### src/rtl/xs3_conv_sched_if.sv
// Request, converter and result signals shared between the
// two requesters, the excess-3 converter and the result consumer.
interface xs3_conv_sched_if #(
  parameter int NDIG = 4
);
  logic            req0_valid;
  logic [4*NDIG-1:0] req0_bcd;
  logic            req0_ready;
  logic            req1_valid;
  logic [4*NDIG-1:0] req1_bcd;
  logic            req1_ready;
  logic [3:0]      cnv_bcd;
  logic [3:0]      cnv_xs3;
  logic            res_valid;
  logic            res_ready;
  logic [4*NDIG-1:0] res_xs3;
  logic            res_id;
  logic            res_err;

  modport master (
    output req0_valid, req0_bcd,
    input  req0_ready,
    output req1_valid, req1_bcd,
    input  req1_ready,
    input  cnv_bcd,
    output cnv_xs3,
    input  res_valid,
    output res_ready,
    input  res_xs3, res_id, res_err
  );

  modport slave (
    input  req0_valid, req0_bcd,
    output req0_ready,
    input  req1_valid, req1_bcd,
    output req1_ready,
    output cnv_bcd,
    input  cnv_xs3,
    output res_valid,
    input  res_ready,
    output res_xs3, res_id, res_err
  );
endinterface

### src/rtl/xs3_conv_sched.sv
// Two-requester scheduler for a shared BCD-to-excess-3 converter,
// one digit per cycle, round-robin on contention.
module xs3_conv_sched #(
  parameter int NDIG = 4
) (
  input  logic clk,
  input  logic rst,
  xs3_conv_sched_if.slave bus
);
  localparam int CW = (NDIG > 1) ? $clog2(NDIG) : 1;
  localparam logic [CW-1:0] LAST = CW'(NDIG - 1);

  typedef enum logic [1:0] {
    IDLE,
    CONV,
    DONE
  } state_t;

  state_t state;
  state_t state_nx;

  logic [4*NDIG-1:0] cap;
  logic [4*NDIG-1:0] res;
  logic [CW-1:0]     cnt;
  logic              id;
  logic              last_id;
  logic              err;

  logic       g0;
  logic       g1;
  logic       rdy0;
  logic       rdy1;
  logic       rvld;
  logic [3:0] dig;
  logic [3:0] cbcd;

  // On contention the requester not served last time wins.
  assign g0 = bus.req0_valid &
              (~bus.req1_valid | last_id);
  assign g1 = bus.req1_valid &
              (~bus.req0_valid | ~last_id);

  assign dig = cap[{cnt, 2'b00} +: 4];

  always_ff @(posedge clk) begin
    if (rst) state <= IDLE;
    else     state <= state_nx;
  end

  always_comb begin
    state_nx = state;
    rdy0     = 1'b0;
    rdy1     = 1'b0;
    rvld     = 1'b0;
    cbcd     = 4'h0;
    unique case (state)
      IDLE: begin
        if (!rst) begin
          rdy0 = g0;
          rdy1 = g1;
          if (g0 | g1) state_nx = CONV;
        end
      end
      CONV: begin
        cbcd = dig;
        if (cnt == LAST) state_nx = DONE;
      end
      DONE: begin
        rvld = 1'b1;
        if (bus.res_ready) state_nx = IDLE;
      end
      default: state_nx = IDLE;
    endcase
  end

  always_ff @(posedge clk) begin
    if (rst) begin
      cap     <= '0;
      res     <= '0;
      cnt     <= '0;
      id      <= 1'b0;
      last_id <= 1'b1;
      err     <= 1'b0;
    end else begin
      unique case (state)
        IDLE: begin
          if (g0 | g1) begin
            cap     <= g0 ? bus.req0_bcd
                          : bus.req1_bcd;
            id      <= g1;
            last_id <= g1;
            cnt     <= '0;
            err     <= 1'b0;
          end
        end
        CONV: begin
          if (dig > 4'd9) begin
            err <= 1'b1;
            res[{cnt, 2'b00} +: 4] <= 4'h0;
          end else begin
            res[{cnt, 2'b00} +: 4] <= bus.cnv_xs3;
          end
          cnt <= (cnt == LAST) ? '0
                               : cnt + 1'b1;
        end
        default: ;
      endcase
    end
  end

  assign bus.req0_ready = rdy0;
  assign bus.req1_ready = rdy1;
  assign bus.cnv_bcd    = cbcd;
  assign bus.res_valid  = rvld;
  assign bus.res_xs3    = res;
  assign bus.res_id     = id;
  assign bus.res_err    = err;
endmodule

### src/flat_wrapper.sv
// flat-port wrapper written by rule: the top's interface ports become plain ports
module xs3_conv_sched_flat 
#(
  parameter int NDIG = 4
)
  (clk, rst, bus_req0_valid, bus_req0_bcd, bus_req0_ready, bus_req1_valid, bus_req1_bcd, bus_req1_ready, bus_cnv_bcd, bus_cnv_xs3, bus_res_valid, bus_res_ready, bus_res_xs3, bus_res_id, bus_res_err);
  xs3_conv_sched_if #(.NDIG(NDIG)) bus_i ();
  input  logic clk;
  input  logic rst;
  input wire logic [$bits(bus_i.req0_valid)-1:0] bus_req0_valid;
  input wire logic [$bits(bus_i.req0_bcd)-1:0] bus_req0_bcd;
  output wire logic [$bits(bus_i.req0_ready)-1:0] bus_req0_ready;
  input wire logic [$bits(bus_i.req1_valid)-1:0] bus_req1_valid;
  input wire logic [$bits(bus_i.req1_bcd)-1:0] bus_req1_bcd;
  output wire logic [$bits(bus_i.req1_ready)-1:0] bus_req1_ready;
  output wire logic [$bits(bus_i.cnv_bcd)-1:0] bus_cnv_bcd;
  input wire logic [$bits(bus_i.cnv_xs3)-1:0] bus_cnv_xs3;
  output wire logic [$bits(bus_i.res_valid)-1:0] bus_res_valid;
  input wire logic [$bits(bus_i.res_ready)-1:0] bus_res_ready;
  output wire logic [$bits(bus_i.res_xs3)-1:0] bus_res_xs3;
  output wire logic [$bits(bus_i.res_id)-1:0] bus_res_id;
  output wire logic [$bits(bus_i.res_err)-1:0] bus_res_err;
  assign bus_i.req0_valid = bus_req0_valid;
  assign bus_i.req0_bcd = bus_req0_bcd;
  assign bus_req0_ready = bus_i.req0_ready;
  assign bus_i.req1_valid = bus_req1_valid;
  assign bus_i.req1_bcd = bus_req1_bcd;
  assign bus_req1_ready = bus_i.req1_ready;
  assign bus_cnv_bcd = bus_i.cnv_bcd;
  assign bus_i.cnv_xs3 = bus_cnv_xs3;
  assign bus_res_valid = bus_i.res_valid;
  assign bus_i.res_ready = bus_res_ready;
  assign bus_res_xs3 = bus_i.res_xs3;
  assign bus_res_id = bus_i.res_id;
  assign bus_res_err = bus_i.res_err;
  xs3_conv_sched #(.NDIG(NDIG)) u_core (.clk(clk), .rst(rst), .bus(bus_i));
endmodule
### config.mk
export PLATFORM = sky130hd
export DESIGN_NAME = xs3_conv_sched_flat
export DESIGN_NICKNAME = d
export VERILOG_FILES = /design/src/rtl/xs3_conv_sched_if.sv /design/src/rtl/xs3_conv_sched.sv /design/src/flat_wrapper.sv
export SDC_FILE = /design/constraint.sdc
export NUM_CORES = 1
export LEC_CHECK = 0
export BUFFER_PORTS_ARGS = -buffer_cell sky130_fd_sc_hd__buf_4
export CAP_MARGIN = 10
export CORE_ASPECT_RATIO = 1.5
export CORE_UTILIZATION = 40
export DETAILED_ROUTE_END_ITERATION = 7
export PLACE_DENSITY = 0.65
export SKIP_LAST_GASP = 1
export SLEW_MARGIN = 0
export SYNTH_ARGS = -nofsm -noshare
export SYNTH_HDL_FRONTEND = slang
export SYNTH_SLANG_ARGS = --single-unit
### constraint.sdc
create_clock -name clk -period 4.3 [get_ports clk]
set_clock_uncertainty 0.05 [all_clocks]
set_input_delay 0.43 -clock clk [delete_from_list [all_inputs] [get_ports clk]]
set_output_delay 0.43 -clock clk [all_outputs]
set_load 0.05 [all_outputs]
# Word-level counts from Yosys, hierarchy flattened

Cells that the tools add are included.

Bits in registers: 39
Output and inout bits: 25
Input bits: 41
Word-level logic and storage cells: 55

Magnitude comparators: 1
Reduce and logical (&&, ||, !) cells: 6
Eq/ne operators: 7
Bitwise gates (word level): 8
$add $sub $neg: 2
Shift operators: 4
Muxes and demuxes: 20

Operators with widths:

| cell                                                                         | count |
|---|---|
| 16-bit bitwise mux                                                           | 2 |
| 16-bit 2-to-1 mux                                                            | 2 |
| 4-bit by 6-bit variable shift with 16-bit output, first input constant       | 1 |
| 16-bit by 5-bit variable part select with 4-bit output                       | 1 |
| 4-bit by 6-bit variable part select with 16-bit output                       | 1 |
| 4-bit by 6-bit variable part select with 16-bit output, first input constant | 1 |
| 2-bit 2-to-1 mux                                                             | 5 |
| 1-bit 2-to-1 mux                                                             | 7 |
| 2-bit by 1-bit inequality test with 1-bit output, second input constant      | 3 |
| 4-bit negation with 6-bit output                                             | 1 |
| 2-bit case mux with 3 select lines                                           | 1 |
| 3-bit AND reduction                                                          | 2 |
| 2-bit equality test, second input constant                                   | 2 |
| 4-bit greater-than comparator, second input constant                         | 1 |
| 4-bit 2-to-1 mux                                                             | 1 |
| 2-bit case mux with 2 select lines                                           | 1 |
| 2-bit AND reduction                                                          | 2 |
| 1-bit inverter                                                               | 3 |
| 1-bit OR                                                                     | 3 |
| 2-bit by 1-bit adder with 2-bit output, second input constant                | 1 |
| 1-bit bitwise AND                                                            | 2 |
| 2-bit by 1-bit equality test with 1-bit output, second input constant        | 1 |
| 2-bit zero test                                                              | 1 |
| 2-bit inequality test, second input constant                                 | 1 |
| other kinds (2)                                                              | 2 |

# Logic depth before layout (Yosys ltp)

Gate-level depths: netlist of the first run.

Depth in word-level cells: 6
Depth in mapped cells: 6
Mapped depth without buffers: 5

# Worst setup path after synthesis of the first run

Ideal clock, no wire load.

Path type: reg-to-output
From: register u_core.state[1]
To: output bus_req0_ready
Path buffers: 3
Cell stages (with the launch flop): 6
Slack: 1.258 ns
Data arrival time: 2.562 ns
Required time: 3.820 ns
Cell sequence: dfxtp_1 clkbuf_1 nor2_1 buf_2 buf_2 nor4b_1

Longest elaborated chain between the ends: 2

RTL lines:

| item                   | line                 | text |
|---|---|---|
| from (decl)            | xs3_conv_sched.sv:19 | `state_t state;` |
| from (signal assigned) | xs3_conv_sched.sv:47 | `else state <= state_nx;` |
| 2-bit zero test        | xs3_conv_sched.sv:56 | `unique case (state)` |
| 1-bit 2-to-1 mux       | xs3_conv_sched.sv:56 |  |
| to (decl)              | flat_wrapper.sv:12   | `output wire logic [$bits(bus_i.req0_ready)-1:0] bus_req0_ready;` |

No other way between the ends.

# Final worst setup path of the first run

From: register u_core.cnt[0]
To: output bus_cnv_bcd[1]

Longest elaborated chain between the ends: 2

RTL lines:

| item                                                   | line                  | text |
|---|---|---|
| from (decl)                                            | xs3_conv_sched.sv:24  | `logic [CW-1:0] cnt;` |
| from (signal assigned)                                 | xs3_conv_sched.sv:103 | `cnt <= (cnt == LAST) ? '0` |
| 16-bit by 5-bit variable part select with 4-bit output | xs3_conv_sched.sv:43  | `assign dig = cap[{cnt, 2'b00} +: 4];` |
| 4-bit 2-to-1 mux                                       | xs3_conv_sched.sv:56  |  |
| to (decl)                                              | flat_wrapper.sv:16    | `output wire logic [$bits(bus_i.cnv_bcd)-1:0] bus_cnv_bcd;` |

No other way between the ends.

==> results of run 1 <==
==> where the power goes <==
part | switching (mW) | internal (mW)
clock network | 0.129 | 0.147
logic | 0.103 | 0.0801
registers | 0.0185 | 0.384
total | 0.250 | 0.611
==> area by class of cell <==
cell class | instances | area [um2]
well taps | 66 | 82.6
flip-flops and latches | 39 | 781
fillers | 499 | 2230
inverters | 6 | 22.5
repair buffers | 68 | 510
multi-input cells | 153 | 1120
clock buffers | 8 | 100
==> critical path, stage by stage (launching register included) <==
cell and delay, ps:
dfxtp_1 670, mux4_2 620, and2_1 190, buf_4 180
==> cell families after synthesis <==
group / after synthesis
flip-flops: 39
AND/OR/NAND/NOR: 66
AO/OA/AOI/OAI: 78
multiplexers: 4
buffers and inverters: 29
adder cells (fa/ha/maj): 5
==> flip-flops by register name, summed over array words and instances, names as in the netlist <==
register	count
u_core.bus.res_xs3	16
u_core.state	2
u_core.last_id	1
u_core.bus.res_id	1
u_core.cnt	2
u_core.cap	16
u_core.bus.res_err	1
==> synthesized netlist by cell type <==
| cell type | n |
|---|---|
| nor2b_1 | 4 |
| buf_6 | 2 |
| nand2b_1 | 1 |
| nor2_1 | 4 |
| a22oi_1 | 1 |
| nor3b_2 | 1 |
| mux4_1 | 1 |
| mux4_2 | 3 |
| ha_1 | 5 |
| nand3_1 | 6 |
| a311oi_1 | 16 |
| o32ai_1 | 1 |
| and2_1 | 5 |
| a21oi_1 | 24 |
| dfxtp_1 | 39 |
| inv_1 | 6 |
| buf_2 | 9 |
| nand4_1 | 8 |
| o21a_4 | 1 |
| o2bb2ai_2 | 2 |
| nand4bb_1 | 1 |
| or3_1 | 4 |
| or3b_2 | 1 |
| nand2_1 | 6 |
| a211o_1 | 1 |
| nor4b_1 | 3 |
| clkbuf_1 | 12 |
| nand3b_1 | 20 |
| o2bb2ai_1 | 14 |
| o21ai_0 | 18 |
| or2_1 | 1 |
| nor3_1 | 1 |
==> metrics by stage <==
stage	cell area, um2	hold WS (ps)
after floorplan	2040	434
after global placement	2520	394
after detailed placement	2520	400
after CTS	2620	377
after global routing	2620	385
final	2620	378
==> per-layer routing <==
layer  global-route usage, %  routed length (um)  vias up  share of wire, %
met5                       0                   0        -                 0
met4                    5.07                  43        0              0.88
met3                    4.20                 233        4               4.8
met2                    37.3                2620       59                54
met1                    23.1                1980      840                41
li1                        -                   -      946                 -
==> worst max-delay path by stage <==
stage	startpoint	endpoint	slack (ps)	cells after the start
finish	u_core.cnt[0]	bus_cnv_bcd[1]	1870	3
global route	u_core.cnt[0]	bus_cnv_bcd[1]	1730	3
CTS	u_core.cnt[0]	bus_cnv_bcd[1]	1850	3
detailed placement	u_core.cnt[0]	u_core.bus.res_xs3[0]	2050	5
global placement	u_core.cnt[0]	u_core.bus.res_xs3[2]	2080	5
floorplan	u_core.state[1]	bus_req0_ready	1260	5
==> cells in the final DEF, fill, tap and decap left out, types with 6 or more instances in the layout <==
cell | netlist | final
o2bb2ai_1 | 14 | 14
a21oi_1 | 24 | 24
nand4_1 | 8 | 8
inv_1 | 6 | 6
o21ai_0 | 18 | 18
nand2_1 | 6 | 6
dfxtp_1 | 39 | 39
a311oi_1 | 16 | 16
clkbuf_8 | 0 | 7
nand3b_1 | 20 | 20
nand3_1 | 6 | 6
buf_4 | 0 | 68
==> metrics list, run 1 <==
* Count of non-filler cells in the finished layout: between 300 and 400
* Worst hold endpoint: u_core.cap[1]
* Total track usage: 20.2%
* Cells taking the most area after synthesis: dfxtp_1 38%, nand3b_1 7.4%, a311oi_1 6.9%
- In this run the mean area of a mapped cell was 9.23 um2.
- Post-CTS setup buffer count: 0
- Number of placed cells counting well taps: 332
- Buffers inserted during clock tree synthesis total 5.
- Clock transition at the registers of the reported paths: 80 ps
- Maximum level of the CTS H-tree: 2
* Total negative slack for setup checks: 0 ps
- R2r startpoint: u_core.cnt[0]
* Max-Cap Viols: 0
- Clock period minus final worst setup slack: 2430 ps
- The floorplan has 31 rows.
- Overall Power: 0.861 mW
* Least-Margin Pin Slew: approximately 620 ps
* Starting utilization of the core area: 42.1%
* IO buf count: 65
* RSZ-0062 raised after global routing: false
- Final Hold Viols: 0
* Quantity of hold-fixing buffers added after cts: 0
* Sequential share of the synthesized area: 38.3%
* Overflow left after global routing: 0
- Synth Area in Simple Gates: 20.8%
- Avg Vias per Cell: 5.44
- The startpoint identified for the worst hold timing path is bus_req1_bcd[1].
* Syn Nets: 267
- First drt pass iteration count: 4
* Portion of netlist area occupied by mux cells: 4.60%
* Worst endpoint data arrival time: 1950 ps
- Final WL: 4880 um
* Worst reg2reg endpoint: u_core.bus.res_xs3[0]
* DRC violation count after routing: 0
* Final worst setup slack: approximately 1900 ps
- VDD sags by at most about 0.00023 V.
- Via count: ~1800
- The first routing iteration left 53 violations.
- Antenna diode instance count: 0
- Latest clock arrival within the worst-skew pair: 290 ps
- Cells with a size suffix above 1 make up 30.3% of the layout.
* Cell at the root of the clock tree: clkbuf_8
- Of the total synthesized cell area, the portion taken by full adders, half adders and majority gates is 3.07%.
* Worst rel slew slack: between 50% and 60%
- Measured along the x axis, the die boundary spans 60.3 um.
* First-pass GRT wire length: between 8000 and 9000 um
* Number of resized instances in the post-cts repair step: 0
* Fmax: about 410 MHz
- In this run the count of I/O pins placed on the die edge is 66.
* Height of the chip: 89.5 um
* Area growth, synth to finish: 28.4%
* Count of yosys warnings during synthesis: 0
- Counting distinct cell types in the post-synthesis netlist gives 32.
- Total of flip-flops plus latches after synthesis: 39
* TritonCTS clock tree: done
* Main combinational cell family by area after synthesis: compound AO/OA/AOI/OAI gates
- The longest clock path from root to sink contains 2 buffers.
- Endpoint required time on the critical path: 3820 ps
- Power per unit of standard cell area: between 300 and 400 nW/um2
- In the finished design, the share of the clock period the worst path needs comes to 56.5%.
* Die Footprint: around 5400 um2
- In this run the register-to-register setup slack is ~2000 ps.
- CTS sink count: 39
* XOR/XNOR share of the synthesized area: 0%
* End-of-flow core utilization: a little over half
* WHS Path Cells: 3
- The biggest area contributor in the post-synthesis netlist is dfxtp_1.
* Dpl hpwl: 3560 um
- Final setup vio count: 0
- The cell count after synthesis came out at around 220.
- In this run the worst hold path is classified as in -> reg.
- Pin count of the biggest net entering global routing: 34
- The detail route stage leaves a number of antenna-violating nets equal to 0.
* Post-synthesis compound-gate area fraction: between 20% and 30%
- Post-Place Worst Slack: 2050 ps
- Critical path launch point type: register
* Setup Crit Path Kind: reg -> out
* Number of cells traversed by the worst register-to-register path: 5
* RD Place Congestion: 0.780
- The initial antenna violation count is 0.
- Area inside the core boundary: 4850 um2
* Status: completed
- Fin nets: 319
- Vias in the first global route: around 1800
- The number of max-slew violations in the final report is 0.
- Wire length per cell: 14.3 um
- The mapped netlist covers 2040 um2.
- The worst setup path is captured at a primary output.
- The top cell type by area accounts for 38.3% of the synthesized area.
- Leakage: between 1 and 1.5 nW
- Crit Path Max Fanout: 14
Power figures use the tool's default switching activity.
==> run 2, diff against run 1 <==
ABC_AREA = 1   (was default)
clock period = 2.3 ns   (was 4.3 ns; I/O delays follow)
==> metrics list, run 2 <==
- For this run, the register share of the synthesized area comes to 38.0%.
* Setup Crit Path Kind: reg -> out
- Critical path destination: bus_cnv_bcd[3]
- In this run the vertical extent of the chip is 89.7 um.
- Number of resized instances in the post-cts repair step: 0
* Layout cells sized above 1: 24.3%
- The routed design could run at a clock period as short as between 1500 and 2000 ps.
* Std-Cell Rows: 31
* Number of buffers created by CTS: 5
- The worst setup path is launched from a register.
- Mean instance size in the synthesized netlist: 6.51 um2
- Once layout is complete, the utilization of the core stands at 53.9%.
- Derived from the worst setup path, the maximum achievable clock frequency is 529 MHz.
- Area of all placed cells without fillers: 2630 um2
- The number of cells on the worst reg-to-reg path is 8.
- Count of final max-slew check failures: 0
- For this run, the leading register cell type out of synthesis is dfxtp_1.
- Counting every instance in the synthesized netlist gives 315.
- In this run the horizontal extent of the chip is 60.5 um.
* Power per unit of standard cell area: around 630 nW/um2
* Worst reg2reg endpoint: u_core.bus.res_xs3[11]
- Once the floorplan was initialized, standard cells occupied 42.0% of the core.
* Most frequent cell after synthesis: nand2_1
* Cell at the root of the clock tree: clkbuf_8
* Area growth, synth to finish: 28.3%
* Latest clock arrival within the worst-skew pair: 290 ps
* Highest ir drop seen on vdd: 0.000284 V
- Summed over all layers, the routed wires come to ~4700 um.
* Die Footprint: 5430 um2
- For flop-to-flop paths, the worst setup slack is 470 ps.
* Number of enable-type register cells in the synthesized netlist: 0
- The via count of the first global-routing pass was about 2000.
- Top cell type by total area after synthesis: dfxtp_1
- Number of library cell types mapped by synthesis: 23
- In the final timing run, aggregate negative setup slack is 0 ps.
- Final Hold Viols: 0
* Maximum level of the CTS H-tree: 2
- Count of yosys warnings during synthesis: 0
- In this run the tool buffered the top-level ports with 65 buffer cells.
- Routed Antenna Nets: 0
* Clock transition at the registers of the reported paths: about 70 ps
- Worst rel slew slack: 70.7%
* Beginning of the critical path: u_core.cnt[1]
- Crit Path Max Fanout: 8
* Iteration-0 DRC Markers: between 60 and 70
* Status: completed
- TritonCTS built the clock tree.
- The library cell used most frequently in the layout, excluding fill and tap cells, is nand2_1.
* Endpoint required time on the critical path: 2020 ps
* Dpl hpwl: 3580 um
- Fraction of post-synthesis cell area in the top cell type by area: a little under two fifths
- Avg Vias per Cell: 4.64
- 0 antenna diodes ended up in the layout.
* Max-Cap Viols: 0
- First-pass GRT wire length: a little over 8000 um
- Maximum number of buffers from clock root to sink: 2
- Share of flip-flops with an asynchronous set or reset: 0%
* Pin count of the biggest net entering global routing: 25
* Cells taking the most area after synthesis: dfxtp_1 38%, nand2_1 20%, nor2_1 9.5%
* Post-synthesis instance area: 2050 um2
- R2r startpoint: u_core.cnt[1]
* Post-CTS setup buffer count: 0
- Area inside the core boundary: 4890 um2
- First drt pass iteration count: 4
- The tightest min-delay check is of the in -> reg type.
- RSZ-0062 raised after global routing: false
- Kind of capture point of the worst setup path: primary output
- Synthesis produced a netlist with a net count of 361.
- Setup violations remaining at the end of the flow were counted as 0.
- Total track usage: 19.2%
* Quantity of hold-fixing buffers added after cts: 0
- Final worst setup slack: 411 ps
* CTS sink count: 39
- Via count: 2063
- The congestion estimate from routability-driven global placement came to 0.854.
- In the routed design, unresolved DRC markers number 0.
* Worst endpoint data arrival time: approximately 1600 ps
- Leakage: 1.23 nW
* Fin nets: 424
* Synth cell count leaders: 112 x nand2_1, 52 x nor2_1, 39 x dfxtp_1
* Least-Margin Pin Slew: 440 ps
- Post-Place Worst Slack: 478 ps
- In the layout the commonest cells are 112 x nand2_1, 67 x buf_4, 52 x nor2_1.
- During I/O placement, the number of pins put on the boundary was 66.
* Instance area after placement: 2550 um2
- Wire length per cell: 10.5 um
- Overflow left after global routing: 0
* Total of flip-flops plus latches after synthesis: 39
- Overall Power: 1.66 mW
- Number of antenna violations at the first check in global routing: 0
- Ratio of final minimum period to clock period: between 80 and 90%
==> run 2: report_power, final <==
part | switching, mW | internal, mW
sequential | 0.0283 | 0.731
combinational | 0.299 | 0.163
clock | 0.224 | 0.213
==> run 2: logic make-up after synthesis <==
group / after synthesis / share of synthesized area (%)
AOI/OAI and AO/OA: 43 / 11.2
DFF: 39 / 38.0
and+or+nand+nor: 195 / 39.1
buffers and inverters: 33 / 8.60
adders and majority gates: 5 / 3.05
==> run 2: worst min path at each step <==
stage	from	end	cells past startpoint
after floorplan	rst	u_core.bus.res_xs3[10]	1
after global placement	u_core.bus.res_id	u_core.bus.res_id	2
after detailed placement	u_core.bus.res_xs3[10]	u_core.bus.res_xs3[10]	2
after CTS	bus_res_ready	u_core.state[1]	4
after global routing	bus_res_ready	u_core.state[1]	4
final	bus_res_ready	u_core.state[1]	4
==> run 2: cell type report <==
type,instances,area [um2]
clock buffer,7,76.3
tap,66,82.6
inverter,22,90.1
fill,566,2250
sequential,39,781
timing repair buffer,67,503
clock inverter,1,5.00
multi-input combinational,243,1090
==> run 2: per-stage QoR <==
step	instances	hold WS [ps]
2_1_floorplan	315	249
3_3_place_gp	437	403
3_5_place_dp	437	406
4_1_cts	445	140
5_1_grt	445	148
6_report	445	146
==> run 2: routing by layer <==
metal  up-vias  wire, um  track usage [%]  share of wire (%)
li1       1103         -                -                  -
met1       889      1870             21.3                 40
met2        56      2450             33.9                 53
met3        15       209             4.32                4.5
met4         0       139             7.39                3.0
met5         -         0                0                  0
==> run 2: critical path: stages (launching register included) <==
cell	delay [ps]
dfxtp_1	480
inv_1	190
nand3_1	120
and2_4	170
inv_1	40
nor2_1	110
buf_4	220
